### config.mk
export PLATFORM = sky130hd
export DESIGN_NAME = fetch_unit
export DESIGN_NICKNAME = d
export VERILOG_FILES = /design/src/rtl/fetch_unit_pkg.sv /design/src/rtl/fetch_fifo.sv /design/src/rtl/fetch_unit.sv
export SDC_FILE = /design/constraint.sdc
export NUM_CORES = 1
export LEC_CHECK = 0
export ABC_AREA = 0
export CAP_MARGIN = 20
export CORE_AREA = 2 2 109 111
export DETAILED_ROUTE_END_ITERATION = 16
export DIE_AREA = 0 0 111 113
export PLACE_DENSITY_LB_ADDON = 0.12
export SYNTH_ARGS = -nofsm -noshare
export SYNTH_HDL_FRONTEND = slang
export SYNTH_HIERARCHICAL = 1
export SYNTH_SLANG_ARGS = --single-unit
### constraint.sdc
create_clock -name clock -period 10.8 [get_ports clock]
set_input_delay 2.16 -clock clock [delete_from_list [all_inputs] [get_ports clock]]
set_output_delay 2.16 -clock clock [all_outputs]
set_load 0.02 [all_outputs]
### src/rtl/fetch_unit_pkg.sv
// Shared definitions for the instruction-fetch front end.
//   fetch_state_e    : front-end FSM states (idle after reset, fetching, draining stale fetches)
//   NEXT_PC_*        : encodings of the control unit's next_PC_sel steering input
//   NOP              : instruction presented to decode when nothing is buffered
package fetch_unit_pkg;

  typedef enum logic [1:0] {
    StIdle  = 2'd0,
    StFetch = 2'd1,
    StDrain = 2'd2
  } fetch_state_e;

  localparam logic [1:0] NEXT_PC_SEQ      = 2'b00;
  localparam logic [1:0] NEXT_PC_HOLD     = 2'b01;
  localparam logic [1:0] NEXT_PC_REDIRECT = 2'b10;

  localparam logic [31:0] NOP = 32'h0000_0013;

endpackage

### src/rtl/fetch_fifo.sv
// Synchronous FIFO buffering returned instructions toward decode.
// Ports:
//   clock, reset      : clock and synchronous active-low reset
//   push, push_data   : write one entry (ignored when full and not popping)
//   pop               : remove the head entry (ignored when empty)
//   flush             : discard all entries; takes priority over push/pop
//   head_data         : current head entry (undefined when empty)
//   count, full, empty: occupancy status
// Depth must be a power of two so the pointers wrap naturally.
module fetch_fifo #(
  parameter int unsigned Width = 52,
  parameter int unsigned Depth = 2,
  localparam int unsigned PtrW = $clog2(Depth),
  localparam int unsigned CntW = PtrW + 1
) (
  input  logic             clock,
  input  logic             reset,
  input  logic             push,
  input  logic [Width-1:0] push_data,
  input  logic             pop,
  input  logic             flush,
  output logic [Width-1:0] head_data,
  output logic [CntW-1:0]  count,
  output logic             full,
  output logic             empty
);

  logic [Width-1:0] mem_q [Depth];
  logic [PtrW-1:0]  rd_ptr_q, wr_ptr_q;
  logic [CntW-1:0]  count_q;
  logic             do_push, do_pop;

  assign empty   = (count_q == '0);
  assign full    = (count_q == CntW'(Depth));
  assign do_pop  = pop & ~empty;
  // A full FIFO can still accept a push when the head leaves in the same cycle.
  assign do_push = push & (~full | do_pop);

  always_ff @(posedge clock) begin
    if (!reset) begin
      rd_ptr_q <= '0;
      wr_ptr_q <= '0;
      count_q  <= '0;
    end else if (flush) begin
      rd_ptr_q <= '0;
      wr_ptr_q <= '0;
      count_q  <= '0;
    end else begin
      if (do_push) wr_ptr_q <= wr_ptr_q + PtrW'(1);
      if (do_pop)  rd_ptr_q <= rd_ptr_q + PtrW'(1);
      count_q <= count_q + CntW'(do_push) - CntW'(do_pop);
    end
  end

  always_ff @(posedge clock) begin
    if (do_push && !flush) mem_q[wr_ptr_q] <= push_data;
  end

  assign head_data = mem_q[rd_ptr_q];
  assign count     = count_q;

endmodule

### src/rtl/fetch_unit.sv
// Instruction-fetch front end: holds the PC, issues instruction-memory requests under a credit
// limit, squashes responses made stale by a redirect and buffers good ones toward decode.
// Ports:
//   clock, reset                  : clock and synchronous active-low reset
//   next_PC_sel, target_PC        : PC steering from the control unit (00 seq, 01/11 hold, 10 redirect)
//   i_mem_read                    : control unit permits a fetch this cycle
//   i_req_valid/addr/ready        : instruction-memory request channel
//   i_rsp_valid/data/addr         : in-order instruction-memory responses (always accepted)
//   inst_valid/instruction/inst_PC: head of the instruction buffer (NOP and PC 0 when empty)
//   decode_ready                  : decode consumes the head this cycle
//   scan                          : enables per-cycle state prints
// Build option: define FETCH_SCAN_EN to compile in a cycle counter and scan prints.
module fetch_unit
  import fetch_unit_pkg::*;
#(
  parameter int unsigned                 CORE            = 0,
  parameter int unsigned                 ADDRESS_BITS    = 20,
  parameter logic [ADDRESS_BITS-1:0]     RESET_PC        = '0,
  parameter int unsigned                 DEPTH           = 2,
  parameter int unsigned                 SCAN_CYCLES_MIN = 0,
  parameter int unsigned                 SCAN_CYCLES_MAX = 1000
) (
  input  logic                    clock,
  input  logic                    reset,
  input  logic [1:0]              next_PC_sel,
  input  logic [ADDRESS_BITS-1:0] target_PC,
  input  logic                    i_mem_read,
  output logic                    i_req_valid,
  output logic [ADDRESS_BITS-1:0] i_req_addr,
  input  logic                    i_req_ready,
  input  logic                    i_rsp_valid,
  input  logic [31:0]             i_rsp_data,
  input  logic [ADDRESS_BITS-1:0] i_rsp_addr,
  output logic                    inst_valid,
  output logic [31:0]             instruction,
  output logic [ADDRESS_BITS-1:0] inst_PC,
  input  logic                    decode_ready,
  input  logic                    scan
);

  localparam int unsigned CntW  = $clog2(DEPTH) + 1;
  localparam int unsigned Width = 32 + ADDRESS_BITS;

  typedef logic [CntW-1:0] cnt_t;

  fetch_state_e            state_q, state_d;
  logic [ADDRESS_BITS-1:0] pc_q, pc_d;
  cnt_t                    outstanding_q, outstanding_d;
  cnt_t                    squash_q, squash_d;

  logic             redirect, fire, credit_ok, rsp_drop, rsp_keep, fifo_pop;
  logic [CntW:0]    credit_used;
  cnt_t             fifo_count;
  logic             fifo_full, fifo_empty;
  logic [Width-1:0] fifo_head;

  assign redirect = (next_PC_sel == NEXT_PC_REDIRECT);

  // Credits cover both in-flight requests and buffered instructions, so every response that
  // survives squashing is guaranteed a FIFO slot.
  assign credit_used = {1'b0, outstanding_q} + {1'b0, fifo_count};
  assign credit_ok   = credit_used < (CntW + 1)'(DEPTH);

  assign i_req_valid = (state_q != StIdle) & i_mem_read & ~redirect & credit_ok;
  assign i_req_addr  = pc_q;
  assign fire        = i_req_valid & i_req_ready;

  assign rsp_drop = i_rsp_valid & (squash_q != '0);
  // A response landing on a redirect cycle belongs to the old path and is dropped too.
  assign rsp_keep = i_rsp_valid & (squash_q == '0) & ~redirect;

  always_comb begin
    state_d       = state_q;
    pc_d          = pc_q;
    outstanding_d = outstanding_q + cnt_t'(fire) - cnt_t'(i_rsp_valid);
    squash_d      = squash_q;

    // Every request still in flight after this cycle predates the redirect.
    if (redirect) begin
      squash_d = outstanding_q - cnt_t'(i_rsp_valid);
    end else if (rsp_drop) begin
      squash_d = squash_q - cnt_t'(1);
    end

    case (next_PC_sel)
      NEXT_PC_REDIRECT: pc_d = target_PC;
      NEXT_PC_SEQ:      if (fire) pc_d = pc_q + ADDRESS_BITS'(4);
      NEXT_PC_HOLD:     pc_d = pc_q;
      default:          pc_d = pc_q;
    endcase

    case (state_q)
      StIdle:  state_d = StFetch;
      StFetch: if (redirect && squash_d != '0) state_d = StDrain;
      StDrain: if (squash_d == '0) state_d = StFetch;
      default: state_d = StIdle;
    endcase
  end

  always_ff @(posedge clock) begin
    if (!reset) begin
      state_q       <= StIdle;
      pc_q          <= RESET_PC;
      outstanding_q <= '0;
      squash_q      <= '0;
    end else begin
      state_q       <= state_d;
      pc_q          <= pc_d;
      outstanding_q <= outstanding_d;
      squash_q      <= squash_d;
    end
  end

  assign fifo_pop = inst_valid & decode_ready;

  fetch_fifo #(
    .Width (Width),
    .Depth (DEPTH)
  ) u_fetch_fifo (
    .clock     (clock),
    .reset     (reset),
    .push      (rsp_keep),
    .push_data ({i_rsp_data, i_rsp_addr}),
    .pop       (fifo_pop),
    .flush     (redirect),
    .head_data (fifo_head),
    .count     (fifo_count),
    .full      (fifo_full),
    .empty     (fifo_empty)
  );

  assign inst_valid  = ~fifo_empty;
  assign instruction = fifo_empty ? NOP : fifo_head[Width-1 -: 32];
  assign inst_PC     = fifo_empty ? '0 : fifo_head[ADDRESS_BITS-1:0];

  a_no_overflow : assert property (@(posedge clock) disable iff (!reset)
    (rsp_keep && fifo_full) |-> fifo_pop);
  a_no_underflow : assert property (@(posedge clock) disable iff (!reset)
    i_rsp_valid |-> (outstanding_q != '0));

`ifdef FETCH_SCAN_EN
  logic [31:0] cycle_q;

  always_ff @(posedge clock) begin
    if (!reset) cycle_q <= '0;
    else        cycle_q <= cycle_q + 32'd1;
  end

  always_ff @(posedge clock) begin
    if (scan && cycle_q >= SCAN_CYCLES_MIN && cycle_q <= SCAN_CYCLES_MAX) begin
      $display("[fetch %0d] cycle=%0d state=%s pc=%h outstanding=%0d squash=%0d fifo=%0d v=%b pc=%h",
               CORE, cycle_q, state_q.name(), pc_q, outstanding_q, squash_q, fifo_count,
               inst_valid, inst_PC);
    end
  end
`else
  logic unused_scan;
  assign unused_scan = ^{scan, CORE[0], SCAN_CYCLES_MIN[0], SCAN_CYCLES_MAX[0]};
`endif

endmodule

---- Word level (Yosys, flattened, before mapping) ----
Memories as Yosys holds them, arrays and structs flattened. A register that Yosys moved wholly into a read port is not among the register bits.
Cells that the tools add are included.
word-level totals
  bits in registers ....................... 30
  RAM bits ................................ 104
  input bits .............................. 81
  output and inout port bits .............. 74
  logic and storage cells ................. 69
  memories ................................ 1
operators by class
  add/sub/neg operators ................... 10
  $lt $le $gt $ge ......................... 1
  equality and inequality tests ........... 7
  mux-type cells .......................... 13
  bitwise operators ....................... 15
  reduce and logical (&&, ||, !) cells .... 15
memories
  memory              words  width  rd ports  clocked after memory_dff  wr ports  RTL line          source
  u_fetch_fifo.mem_q  2      52     1         1                         1         fetch_fifo.sv:28  logic [Width-1:0] mem_q [Depth];
operators with widths
  kind                                                                           count
  20-bit two-way mux                                                             2
  20-bit one-hot mux with 2 select lines                                         1
  32-bit two-way mux                                                             1
  20-bit by 3-bit adder with 20-bit output (second input constant)               1
  1-bit AND                                                                      10
  2-bit logical NOT                                                              5
  2-bit two-way mux                                                              4
  2-bit nonzero test                                                             4
  2-bit == test (second input constant)                                          3
  2-bit inequality test (second input constant)                                  3
  2-bit one-hot mux with 3 select lines                                          1
  2-bit by 1-bit subtractor with 2-bit output                                    3
  2-bit by 1-bit adder with 2-bit output                                         2
  1-bit two-way mux                                                              4
  1-bit NOT                                                                      4
  2-bit AND reduction                                                            2
  2-bit by 2-bit adder with 3-bit output                                         1
  3-bit by 2-bit less-than comparator with 1-bit output (second input constant)  1
  1-bit adder (second input constant)                                            2
  2-bit by 1-bit == test with 1-bit output (second input constant)               1
  1-bit logical AND                                                              2
  2-bit OR reduction                                                             1
  2-bit by 1-bit subtractor with 2-bit output (second input constant)            1
  1-bit logical NOT                                                              1
  1-bit OR                                                                       1

---- Logic depth before layout (Yosys ltp) ----
Gate-level depths: netlist (run 1).
  depth in word-level cells ............... 9
  depth in mapped cells ................... 11

---- Modules after synthesis ----
Netlist (run 1), hierarchy kept.
by module, submodules not included
  module      instances  cells an instance  area an instance (um^2)  seq. area each (um^2)
  fetch_fifo  1          194                3996.3                   3223.1
  fetch_unit  1          266                1946.9                   520.5

---- Worst setup path after synthesis (run 1) ----
Ideal clock, no wire load.
  path type ............................... input to register
  start ................................... input next_PC_sel[0]
  end ..................................... memory u_fetch_fifo.mem_q[0][0], enable pin
  setup time .............................. 0.526 ns
  arrival time ............................ 6.325 ns
  setup slack ............................. 3.949 ns
  stages .................................. 5
  buffers on the path ..................... 2
  cells stage by stage .................... nand2b_1 > buf_2 > inv_1 > clkbuf_1 > nor3_1
on the way
  word-level cells in the longest chain between the ends .. 7
RTL lines
  what                                       RTL line          source
  from (decl)                                fetch_unit.sv:25  input logic [1:0] next_PC_sel,
  2-bit == test *                            fetch_unit.sv:57  assign redirect = (next_PC_sel == NEXT_PC_REDIRECT);
  net redirect                               fetch_unit.sv:51  logic redirect, fire, credit_ok, rsp_drop, rsp_keep, fifo_pop;
  1-bit NOT                                  fetch_unit.sv:70  assign rsp_keep = i_rsp_valid & (squash_q == '0) & ~redirect;
  1-bit AND                                  fetch_unit.sv:70
  1-bit AND                                  fetch_fifo.sv:37  assign do_push = push & (~full | do_pop);
  1-bit logical AND *                        fetch_fifo.sv:56  if (do_push && !flush) mem_q[wr_ptr_q] <= push_data;
  1-bit two-way mux *                        fetch_fifo.sv:56
  1-bit two-way mux (not written as such) *  fetch_fifo.sv:56
  to (decl)                                  fetch_fifo.sv:28
The timed path passes the listed nets; every way through them passes the cells marked *.

---- Worst setup path in the final report (run 1) ----
  start ................................... input next_PC_sel[0]
  end ..................................... output i_req_valid
on the way
  word-level cells in the longest chain between the ends .. 4
RTL lines
  what                    RTL line          source
  2-bit == test           fetch_unit.sv:57
  1-bit NOT               fetch_unit.sv:64  assign i_req_valid = (state_q != StIdle) & i_mem_read & ~redirect & credit_ok;
  1-bit AND (2 in a row)  fetch_unit.sv:64
  to (decl)               fetch_unit.sv:28  output logic i_req_valid,
Every way passes these cells.

==> summary.txt, run 1 <==
Route
  • Drt drc: 0
  • Total number of vias: 4172
  • Routed WL: 13150 microns
  • Routed vias/inst: 5.432
  • DR WL/cell: 17.12 microns
  • Drt pass-1 iters: 4
  • DRT iter0 DRCs: 306
  • ANT nets after route: 0

Setup path
  • Critical Path End Type: primary output
  • Worst endpoint required time: 8.64 ns
  • Crit path max fanout: 16
  • Crit Path Category: primary input to primary output
  • Crit start category: primary input
  • Crit path DAT: 4.23 ns

Clocking
  • Cts hold-fix bufs: 0
  • TritonCTS clock tree: done
  • Sink Count: 135
  • CTS buffer count: 17
  • CTS root buf: clkbuf_16
  • Post-CTS Setup Repair Bufs: 0
  • CTS H-tree depth: 4
  • Post-cts resize count: 0
  • CTS max path bufs: 2
  • Worst-skew pair later-pin latency: 0.41 ns
  • Reg clk slew, reported paths: 0.06 ns

Run
  • Max-cap violations: 0

STA
  • Max-slew violations: 0
  • Final Hold Viols: 0
  • Final Setup Violations: 0
  • Slew HR: 37.65%
  • Clock Skew: 0.009663 ns
  • Slew @ Worst Pin: 0.9319 ns
  • Tmin final: 6.394 ns
  • Final WS setup: 4.406 ns
  • Final setup TNS: 0 ns
  • RSZ-0062 raised after global routing: false
  • Max Clk Rate: 156.4 MHz
  • Final hold slack: 0.4642 ns
  • Period utilisation layout: 59.21%

Cells and area
  • Share of cells above drive strength 1: 16.00%
  • ANT cells: 0
  • Area delta synth->final: 39.01%
  • Most frequent cells in the layout: clkdlybuf4s50_1, edfxtp_1, mux2_2
  • Layout Utilization: 73.25%
  • Final std cell area, no fill: 8257 sq um
  • Fillers: 781
  • Fin nets: 700
  • Most common cell after layout, fill and taps aside: clkdlybuf4s50_1

Die
  • Rows: 39
  • Die X: 111 microns
  • Die height: 113 microns
  • Total core area: 11270 sq um
  • DIE AREA: 12540 sq um
  • I/O Pins: 155
  • Initial Util: 52.69%

GRT
  • Pin count of the biggest net entering global routing: 53
  • First-pass GRT wire length: 20960 microns
  • Gr ovfl total: 0
  • Antenna violations before repair: 0
  • Total global-route track usage: 21.43%
  • Vias in the first global route: 4134

Placement
  • Hpwl dp: 8538 microns
  • Setup WS pre-CTS: 4.422 ns
  • Placed cell area: 7600 sq um
  • GPL Wtd Cong: 0.8937
  • Port Buffers: 153

Logic synthesis
  • Syn Nets: 547
  • Synth Instances: 459
  • Mapped Area: 5939 sq um
  • Synth warn: 6
  • Avg Cell Area, Syn: 12.94 sq um

Power and ir drop
  • Power per Cell Area: 169.4 nW/um^2
  • P_leak: 2.796 nW
  • Worst vdd ir: 0.1204 mV

Status
  • Outcome: complete, no violations

Worst hold path
  • Worst hold path type: flip-flop to flip-flop
==> registers in the layout, summed over array words and instances, names as in the netlist, named ones only <==
signal,count
squash_q,2
outstanding_q,2
u_fetch_fifo/wr_ptr_q,1
state_q,2
u_fetch_fifo/rd_ptr_q,1
i_req_addr,20
u_fetch_fifo/count,2
u_fetch_fifo/mem_q,104
==> through the flow <==
stage                power, W  std cells
global route         0.001447        768
CTS                  0.001406        768
detailed placement  0.0007705        736
finish               0.001399        768
global placement    0.0007648        736
floorplan           0.0006960        459
==> layer usage <==
metal  vias to the layer above  share of wire (%)  track usage, %
met4                         0                1.1           7.750
met1                      2005                 43           26.96
met5                         -                  0               0
met3                        14                6.2           5.196
li1                       2007                  -               -
met2                       146                 50           36.48
==> path summary, 6_finish.rpt <==
| path | start | to | slack [ns] | cells past startpoint |
|---|---|---|---|---|
| setup reg to reg | u_fetch_fifo/count[0] | outstanding_q[1] | 7.92 | 11 |
| hold reg to reg | i_req_addr[0] | i_req_addr[0] | 0.46 | 2 |
| setup / recovery | next_PC_sel[0] | i_req_valid | 4.41 | 5 |
| hold / removal | i_req_addr[0] | i_req_addr[0] | 0.46 | 2 |
==> power by group <==
group          internal [W]  switching, W
clock network      0.000430      0.000208
registers          0.000591     0.0000148
logic             0.0000791     0.0000761
==> area by class of cell <==
class                   instances  area [sq um]  area share [%]
clock buffers                  17         425.4           5.152
flip-flops and latches        135          3745           45.36
well taps                     143         178.9           2.167
clock inverters                15         231.5           2.803
multi-input cells             288          2066           25.02
repair buffers                157          1562           18.91
inverters                      13         48.80          0.5910
==> critical path, stage by stage <==
cell and delay, ns:
clkdlybuf4s50_1 0.60, nand2b_1 0.34, inv_1 0.33, nor2_1 0.18, clkdlybuf4s50_1 0.62
(Power assumes the default switching activity.)
==> inputs of run 2 (changes only) <==
--- a/config.mk
+++ b/config.mk
@@ -7,9 +7,9 @@
 export LEC_CHECK = 0
 export ABC_AREA = 0
 export CAP_MARGIN = 20
-export CORE_AREA = 2 2 109 111
+export CORE_AREA = 2 2 114 116
 export DETAILED_ROUTE_END_ITERATION = 16
-export DIE_AREA = 0 0 111 113
+export DIE_AREA = 0 0 116 118
 export PLACE_DENSITY_LB_ADDON = 0.12
 export SYNTH_ARGS = -nofsm -noshare
 export SYNTH_HDL_FRONTEND = slang
==> constraint.sdc (replaced) <==
create_clock -name clock -period 5.95 [get_ports clock]
set_input_delay 1.19 -clock clock [delete_from_list [all_inputs] [get_ports clock]]
set_output_delay 1.19 -clock clock [all_outputs]
set_load 0.02 [all_outputs]
==> run 2 against run 1 <==
Against the previous run: total power is 62% higher; flip-flop and latch count unchanged; first-iteration DRC count decreased by 10%; combinational power up 80%; register-to-register slack worse by 4.8 ns.
==> summary.txt, run 2 (synthesized netlist as in run 1, its figures left out) <==
Cells and area
  • Max reg flops: 104 (unchanged)
  • Final std cell area, no fill: 8138 sq um (-1.4%)
  • Biggest register: u_fetch_fifo/mem_q
  • Area occupied by multi-input gates: 2066 sq um (unchanged)
  • Share of cells above drive strength 1: 15.36% (-0.64 points)
  • Fin nets: 700 (unchanged)
  • Most frequent cells in the layout: clkdlybuf4s50_1, edfxtp_1, mux2_2
  • Register area: 3745 sq um (unchanged)
  • Area delta synth->final: 37.01%
  • ANT cells: 0 (unchanged)
  • Fillers: 1011 (+29%)
  • Most common cell after layout, fill and taps aside: clkdlybuf4s50_1

Clocking
  • CTS H-tree depth: 4 (unchanged)
  • Sink Count: 135 (unchanged)
  • CTS root buf: clkbuf_16
  • Post-CTS Setup Repair Bufs: 0 (unchanged)
  • TritonCTS clock tree: done
  • Worst-skew pair later-pin latency: 0.41 ns (about the same)
  • Cts hold-fix bufs: 0 (unchanged)
  • Post-cts resize count: 0 (unchanged)
  • CTS buffer count: 17 (unchanged)
  • CTS max path bufs: 2 (unchanged)
  • Reg clk slew, reported paths: 0.05 ns (about the same)

Power and ir drop
  • P_leak: 2.711 nW (-3.0%)
  • Power per Cell Area: 279.1 nW/um^2 (+65%)
  • P_int: 0.001741 W (+58%)
  • Worst vdd ir: 0.1947 mV (+62%)
  • Power share of the combinational group: 12.3% (+1.2 points)
  • Sw frac: 23.34% (+2.0 points)
  • Clock power frac: 39.3% (-6.3 points)
  • Sequential share of power: 48.4% (+5.1 points)
  • Psw: 0.0005301 W (+78%)

STA
  • RSZ-0062 raised after global routing: false
  • Slew HR: 38.17% (+0.52 points)
  • Final setup TNS: 0 ns (unchanged)
  • Clock Skew: 0.01250 ns (+0.002837 ns)
  • Final Hold Viols: 0 (unchanged)
  • Tmin final: 4.502 ns
  • Final Setup Violations: 0 (unchanged)
  • Max-slew violations: 0 (unchanged)
  • Slew @ Worst Pin: 0.9240 ns (-0.007838 ns)
  • Max Clk Rate: 222.1 MHz
  • Period utilisation layout: 75.67%

Route
  • Total number of vias: 4266 (+2.3%)
  • Drt drc: 0 (unchanged)
  • Drt pass-1 iters: 5 (+1)
  • ANT nets after route: 0 (unchanged)
  • DR WL/cell: 16.55 microns (-3.3%)
  • Routed vias/inst: 5.353 (-1.5%)
  • Routed WL: 13190 microns (+0.30%)
  • DRT iter0 DRCs: 275 (-10%)

Setup path
  • Crit path DAT: 3.31 ns (-0.92 ns)
  • Crit path max fanout: 16 (unchanged)
  • Reg-to-reg endpoint: i_req_addr[17]
  • Critical path's slowest cell: clkdlybuf4s50_1
  • Worst r2r src: u_fetch_fifo/count[0]
  • Reg2Reg Setup Slack: 3.10 ns (-4.82 ns)
  • FF-to-FF path depth: 7 (-4)
  • Most common cell on crit path: clkdlybuf4s50_1
  • Critical-path cell list: clkdlybuf4s50_1, nand2b_1, inv_1, nor2_1, clkdlybuf4s50_1
  • Crit Path Category: primary input to primary output
  • Crit start category: primary input
  • Worst endpoint required time: 4.76 ns (-3.88 ns)
  • Critical Path End Type: primary output
  • Slowest stage delay, CP: 0.62 ns (about the same)

Die
  • DIE AREA: 13690 sq um (+9.1%)
  • Rows: 41 (+5.1%)
  • Total core area: 12410 sq um (+10%)
  • Initial Util: 47.84% (-4.8 points)
  • I/O Pins: 155 (unchanged)
  • Die height: 118 microns (+4.4%)
  • Die X: 116 microns (+4.5%)

GRT
  • First-pass GRT wire length: 20890 microns (-0.30%)
  • Total global-route track usage: 19.95% (-1.5 points)
  • Vias in the first global route: 4168 (+0.82%)
  • Gr ovfl total: 0 (unchanged)
  • Antenna violations before repair: 0 (unchanged)
  • Pin count of the biggest net entering global routing: 53 (unchanged)

Worst hold path
  • Worst hold path type: flip-flop to flip-flop
  • Worst hold stages: 2 (unchanged)
  • Hold worst-path end: i_req_addr[1]
  • Worst hold start: i_req_addr[1]

Placement
  • Placed cell area: 7636 sq um (+0.48%)
  • Port Buffers: 153 (unchanged)
  • Hpwl dp: 8722 microns (+2.2%)
  • GPL Wtd Cong: 0.9236 (+3.3%)

Status
  • Outcome: complete, no violations

Run
  • Max-cap violations: 0 (unchanged)
==> run 2: cell count changes in the layout (fill, tap and decap cells not counted), sizes merged <==
cell / delta
bufinv: -6
clkbuf: +5
clkinvlp: +3
clkinv: -1
inv: -1
==> run 2: worst max path at each step <==
stage / start / to / depth (start not counted)
after global placement: next_PC_sel[0] / i_req_valid / 5
after CTS: next_PC_sel[0] / i_req_valid / 5
final: next_PC_sel[0] / i_req_valid / 5
after floorplan: next_PC_sel[0] / u_fetch_fifo/mem_q[0][0] / 5
after global routing: next_PC_sel[0] / i_req_valid / 5
after detailed placement: next_PC_sel[0] / i_req_valid / 5
==> run 2: through the flow <==
stage          hold WS [ns]  total power (W)  utilization (%)  std cells  setup WS [ns]
4_1_cts              0.4656         0.002288            65.55        797          1.455
2_1_floorplan        0.4725         0.001263                -        459        0.06902
5_1_grt              0.4856         0.002361            65.55        797          1.260
3_3_place_gp         0.4479         0.001391            61.51        765          1.459
6_report             0.4576         0.002271            65.55        797          1.448
3_5_place_dp         0.4575         0.001400            61.51        765          1.467
==> run 2: power groups by stage <==
stage	registers, W	logic (W)	clock network, W
2_1_floorplan	0.00113	0.000137	0
3_3_place_gp	0.00112	0.000275	0
3_5_place_dp	0.00112	0.000281	0
4_1_cts	0.00110	0.000282	0.000906
5_1_grt	0.00110	0.000304	0.000952
6_report	0.00110	0.000279	0.000892
==> run 2: layout make-up <==
| cell class | count | area share [%] |
|---|---|---|
| multi-input cells | 288 | 25.38 |
| well taps | 172 | 2.645 |
| flip-flops and latches | 135 | 46.02 |
| clock inverters | 10 | 0.7073 |
| repair buffers | 157 | 19.19 |
| clock buffers | 22 | 5.458 |
| inverters | 13 | 0.5996 |
==> run 2: worst max-delay path, delay by kind of cell <==
kind	cells	cell delay [ns]
buffers and inverters	3	1.57
AND/OR/NAND/NOR	2	0.54
==> run 2: per-layer routing <==
metal | global-route usage, % | vias to the layer above | part of all wire, %
met5 | 0 | - | 0
met4 | 8.780 | 0 | 2.5
met3 | 5.613 | 24 | 7.1
met2 | 33.48 | 153 | 50
met1 | 23.67 | 2091 | 40
li1 | - | 1998 | -
==> inputs of run 3 (changes only) <==
--- a/config.mk
+++ b/config.mk
@@ -7,9 +7,9 @@
 export LEC_CHECK = 0
 export ABC_AREA = 0
 export CAP_MARGIN = 20
-export CORE_AREA = 2 2 114 116
+export CORE_AREA = 2 2 120 122
 export DETAILED_ROUTE_END_ITERATION = 16
-export DIE_AREA = 0 0 116 118
+export DIE_AREA = 0 0 122 124
 export PLACE_DENSITY_LB_ADDON = 0.12
 export SYNTH_ARGS = -nofsm -noshare
 export SYNTH_HDL_FRONTEND = slang
==> constraint.sdc (replaced) <==
create_clock -name clock -period 3.8 [get_ports clock]
set_input_delay 0.76 -clock clock [delete_from_list [all_inputs] [get_ports clock]]
set_output_delay 0.76 -clock clock [all_outputs]
set_load 0.02 [all_outputs]
==> run 3 against run 2 <==
Against the previous run: first-iteration DRC count up 37%; combinational power up 61%; sequential power up 56%; flip-flop and latch count unchanged; wire length up 2.7%; highest routed layer unchanged; register-to-register slack worse by 2.2 ns; final cell count up 1.5%; die area up 11%.
==> summary.txt, run 3 (synthesized netlist as in run 1, its figures left out) <==
Status
  • Outcome: complete, no violations

Setup path
  • Crit path max fanout: 7 (-9)
  • Crit start category: flip-flop
  • Critical-path cell list: and2_1, fa_1, nor3b_1, o21ai_1, nor2_1, clkdlybuf4s50_1
  • Crit path DAT: 2.74 ns (-0.57 ns)
  • Critical Path End Type: primary output
  • Critical path's slowest cell: clkdlybuf4s50_1
  • Worst endpoint required time: 3.04 ns (-1.72 ns)
  • Crit Path Category: flip-flop to primary output
  • Slowest stage delay, CP: 0.61 ns (about the same)

STA
  • Slew HR: 48.36% (+10 points)
  • Clock Skew: 0.009755 ns (-0.002746 ns)
  • Final Setup Violations: 0 (unchanged)
  • Max-slew violations: 0 (unchanged)
  • Max Clk Rate: 285.9 MHz
  • RSZ-0062 raised after global routing: false
  • Tmin final: 3.497 ns
  • Slew @ Worst Pin: 0.7745 ns (-0.1496 ns)
  • Final Hold Viols: 0 (unchanged)
  • Period utilisation layout: 92.03%

Die
  • I/O Pins: 155 (unchanged)
  • DIE AREA: 15130 sq um (+11%)
  • Die height: 124 microns (+5.1%)
  • Die X: 122 microns (+5.2%)
  • Total core area: 13720 sq um (+11%)
  • Rows: 43 (+4.9%)
  • Initial Util: 43.29% (-4.6 points)

Route
  • ANT nets after route: 0 (unchanged)
  • Drt pass-1 iters: 4 (-1)
  • Routed WL: 13550 microns (+2.7%)
  • Total number of vias: 4250 (-0.38%)
  • DR WL/cell: 16.74 microns (+1.2%)
  • Drt drc: 0 (unchanged)
  • DRT iter0 DRCs: 377 (+37%)
  • Routed vias/inst: 5.253 (-1.9%)

Cells and area
  • Area delta synth->final: 41.16%
  • ANT cells: 0 (unchanged)
  • Share of cells above drive strength 1: 16.85% (+1.5 points)
  • Layout Utilization: 61.11% (-4.4 points)
  • Most common cell after layout, fill and taps aside: clkdlybuf4s50_1
  • Fillers: 1080 (+6.8%)
  • Biggest register: u_fetch_fifo/mem_q
  • Fin nets: 704 (+0.57%)
  • Most frequent cells in the layout: clkdlybuf4s50_1, edfxtp_1, mux2_2
  • Max reg flops: 104 (unchanged)

Clocking
  • CTS buffer count: 17 (unchanged)
  • CTS max path bufs: 2 (unchanged)
  • Sink Count: 135 (unchanged)
  • CTS H-tree depth: 4 (unchanged)
  • Worst-skew pair later-pin latency: 0.42 ns (about the same)
  • CTS root buf: clkbuf_16
  • Cts hold-fix bufs: 0 (unchanged)
  • Post-cts resize count: 0 (unchanged)
  • Reg clk slew, reported paths: 0.06 ns (about the same)
  • TritonCTS clock tree: done
  • Post-CTS Setup Repair Bufs: 0 (unchanged)

Power and ir drop
  • Sw frac: 21.61% (-1.7 points)
  • P_leak: 2.824 nW (+4.2%)
  • Psw: 0.0008631 W (+63%)
  • Clock power frac: 45.6% (+6.3 points)
  • Power share of the combinational group: 11.3% (-1.0 points)
  • Total power: 0.003994 W (+76%)
  • Worst vdd ir: 0.2512 mV (+29%)
  • Power per Cell Area: 476.4 nW/um^2 (+71%)
  • Sequential share of power: 43.1% (-5.3 points)
  • P_int: 0.003131 W (+80%)

Placement
  • GPL Wtd Cong: 0.8964 (-2.9%)
  • Hpwl dp: 8822 microns (+1.2%)
  • Port Buffers: 153 (unchanged)

GRT
  • Total global-route track usage: 18.56% (-1.4 points)
  • First-pass GRT wire length: 21250 microns (+1.7%)
  • Pin count of the biggest net entering global routing: 53 (unchanged)
  • Gr ovfl total: 0 (unchanged)
  • Vias in the first global route: 4216 (+1.2%)
  • Antenna violations before repair: 0 (unchanged)

Worst hold path
  • Worst hold path type: flip-flop to flip-flop

Run
  • Max-cap violations: 0 (unchanged)
-- run 3: final timing paths --
kind | start | to | slack, ns | cells past startpoint
setup / recovery | u_fetch_fifo/count[0] | i_req_valid | 0.30 | 6
hold / removal | i_req_addr[0] | i_req_addr[0] | 0.47 | 2
setup reg to reg | u_fetch_fifo/count[0] | outstanding_q[1] | 0.94 | 11
hold reg to reg | i_req_addr[0] | i_req_addr[0] | 0.47 | 2
-- run 3: power groups by stage --
stage,Clock (W),Combinational [W],Sequential [W]
2_1_floorplan,0,0.000215,0.00176
3_3_place_gp,0,0.000443,0.00175
3_5_place_dp,0,0.000452,0.00175
4_1_cts,0.00186,0.000455,0.00172
5_1_grt,0.00193,0.000492,0.00173
6_report,0.00182,0.000450,0.00172
-- run 3: metrics by stage --
stage	instance area [sq um]	hold slack [ns]	worst slack, ns	setup TNS [ns]	instances
3_5_place_dp	7726	0.4512	0.6296	0	777
6_report	8384	0.4657	0.3028	0	809
4_1_cts	8384	0.4637	0.2766	0	809
5_1_grt	8384	0.4729	0.1123	0	809
3_3_place_gp	7726	0.4481	0.6598	0	777
2_1_floorplan	5949	0.4725	-0.04664	-4.851	459
-- run 3: area by class of cell --
type,instances,area [sq um],area share [%]
clock buffers,17,425.4,5.074
clock inverters,15,232.7,2.776
inverters,13,48.80,0.5820
multi-input cells,288,2078,24.79
flip-flops and latches,135,3745,44.66
well taps,180,225.2,2.686
repair buffers,161,1629,19.43
-- run 3: critical path: cells and delay by family, from the launching register on --
| kind | cells | cell delay (ns) |
|---|---|---|
| and+or+nand+nor | 3 | 0.60 |
| AOI/OAI and AO/OA | 1 | 0.19 |
| DFF | 1 | 0.50 |
| adders and majority gates | 1 | 0.42 |
| buffers and inverters | 1 | 0.61 |
-- run 3: per-layer routing --
layer / GRT usage [%] / vias to the layer above / part of all wire [%]
li1: - / 2019 / -
met2: 29.96 / 173 / 48
met5: 0 / - / 0
met3: 5.311 / 20 / 7.2
met4: 7.902 / 0 / 1.5
met1: 23.45 / 2038 / 43
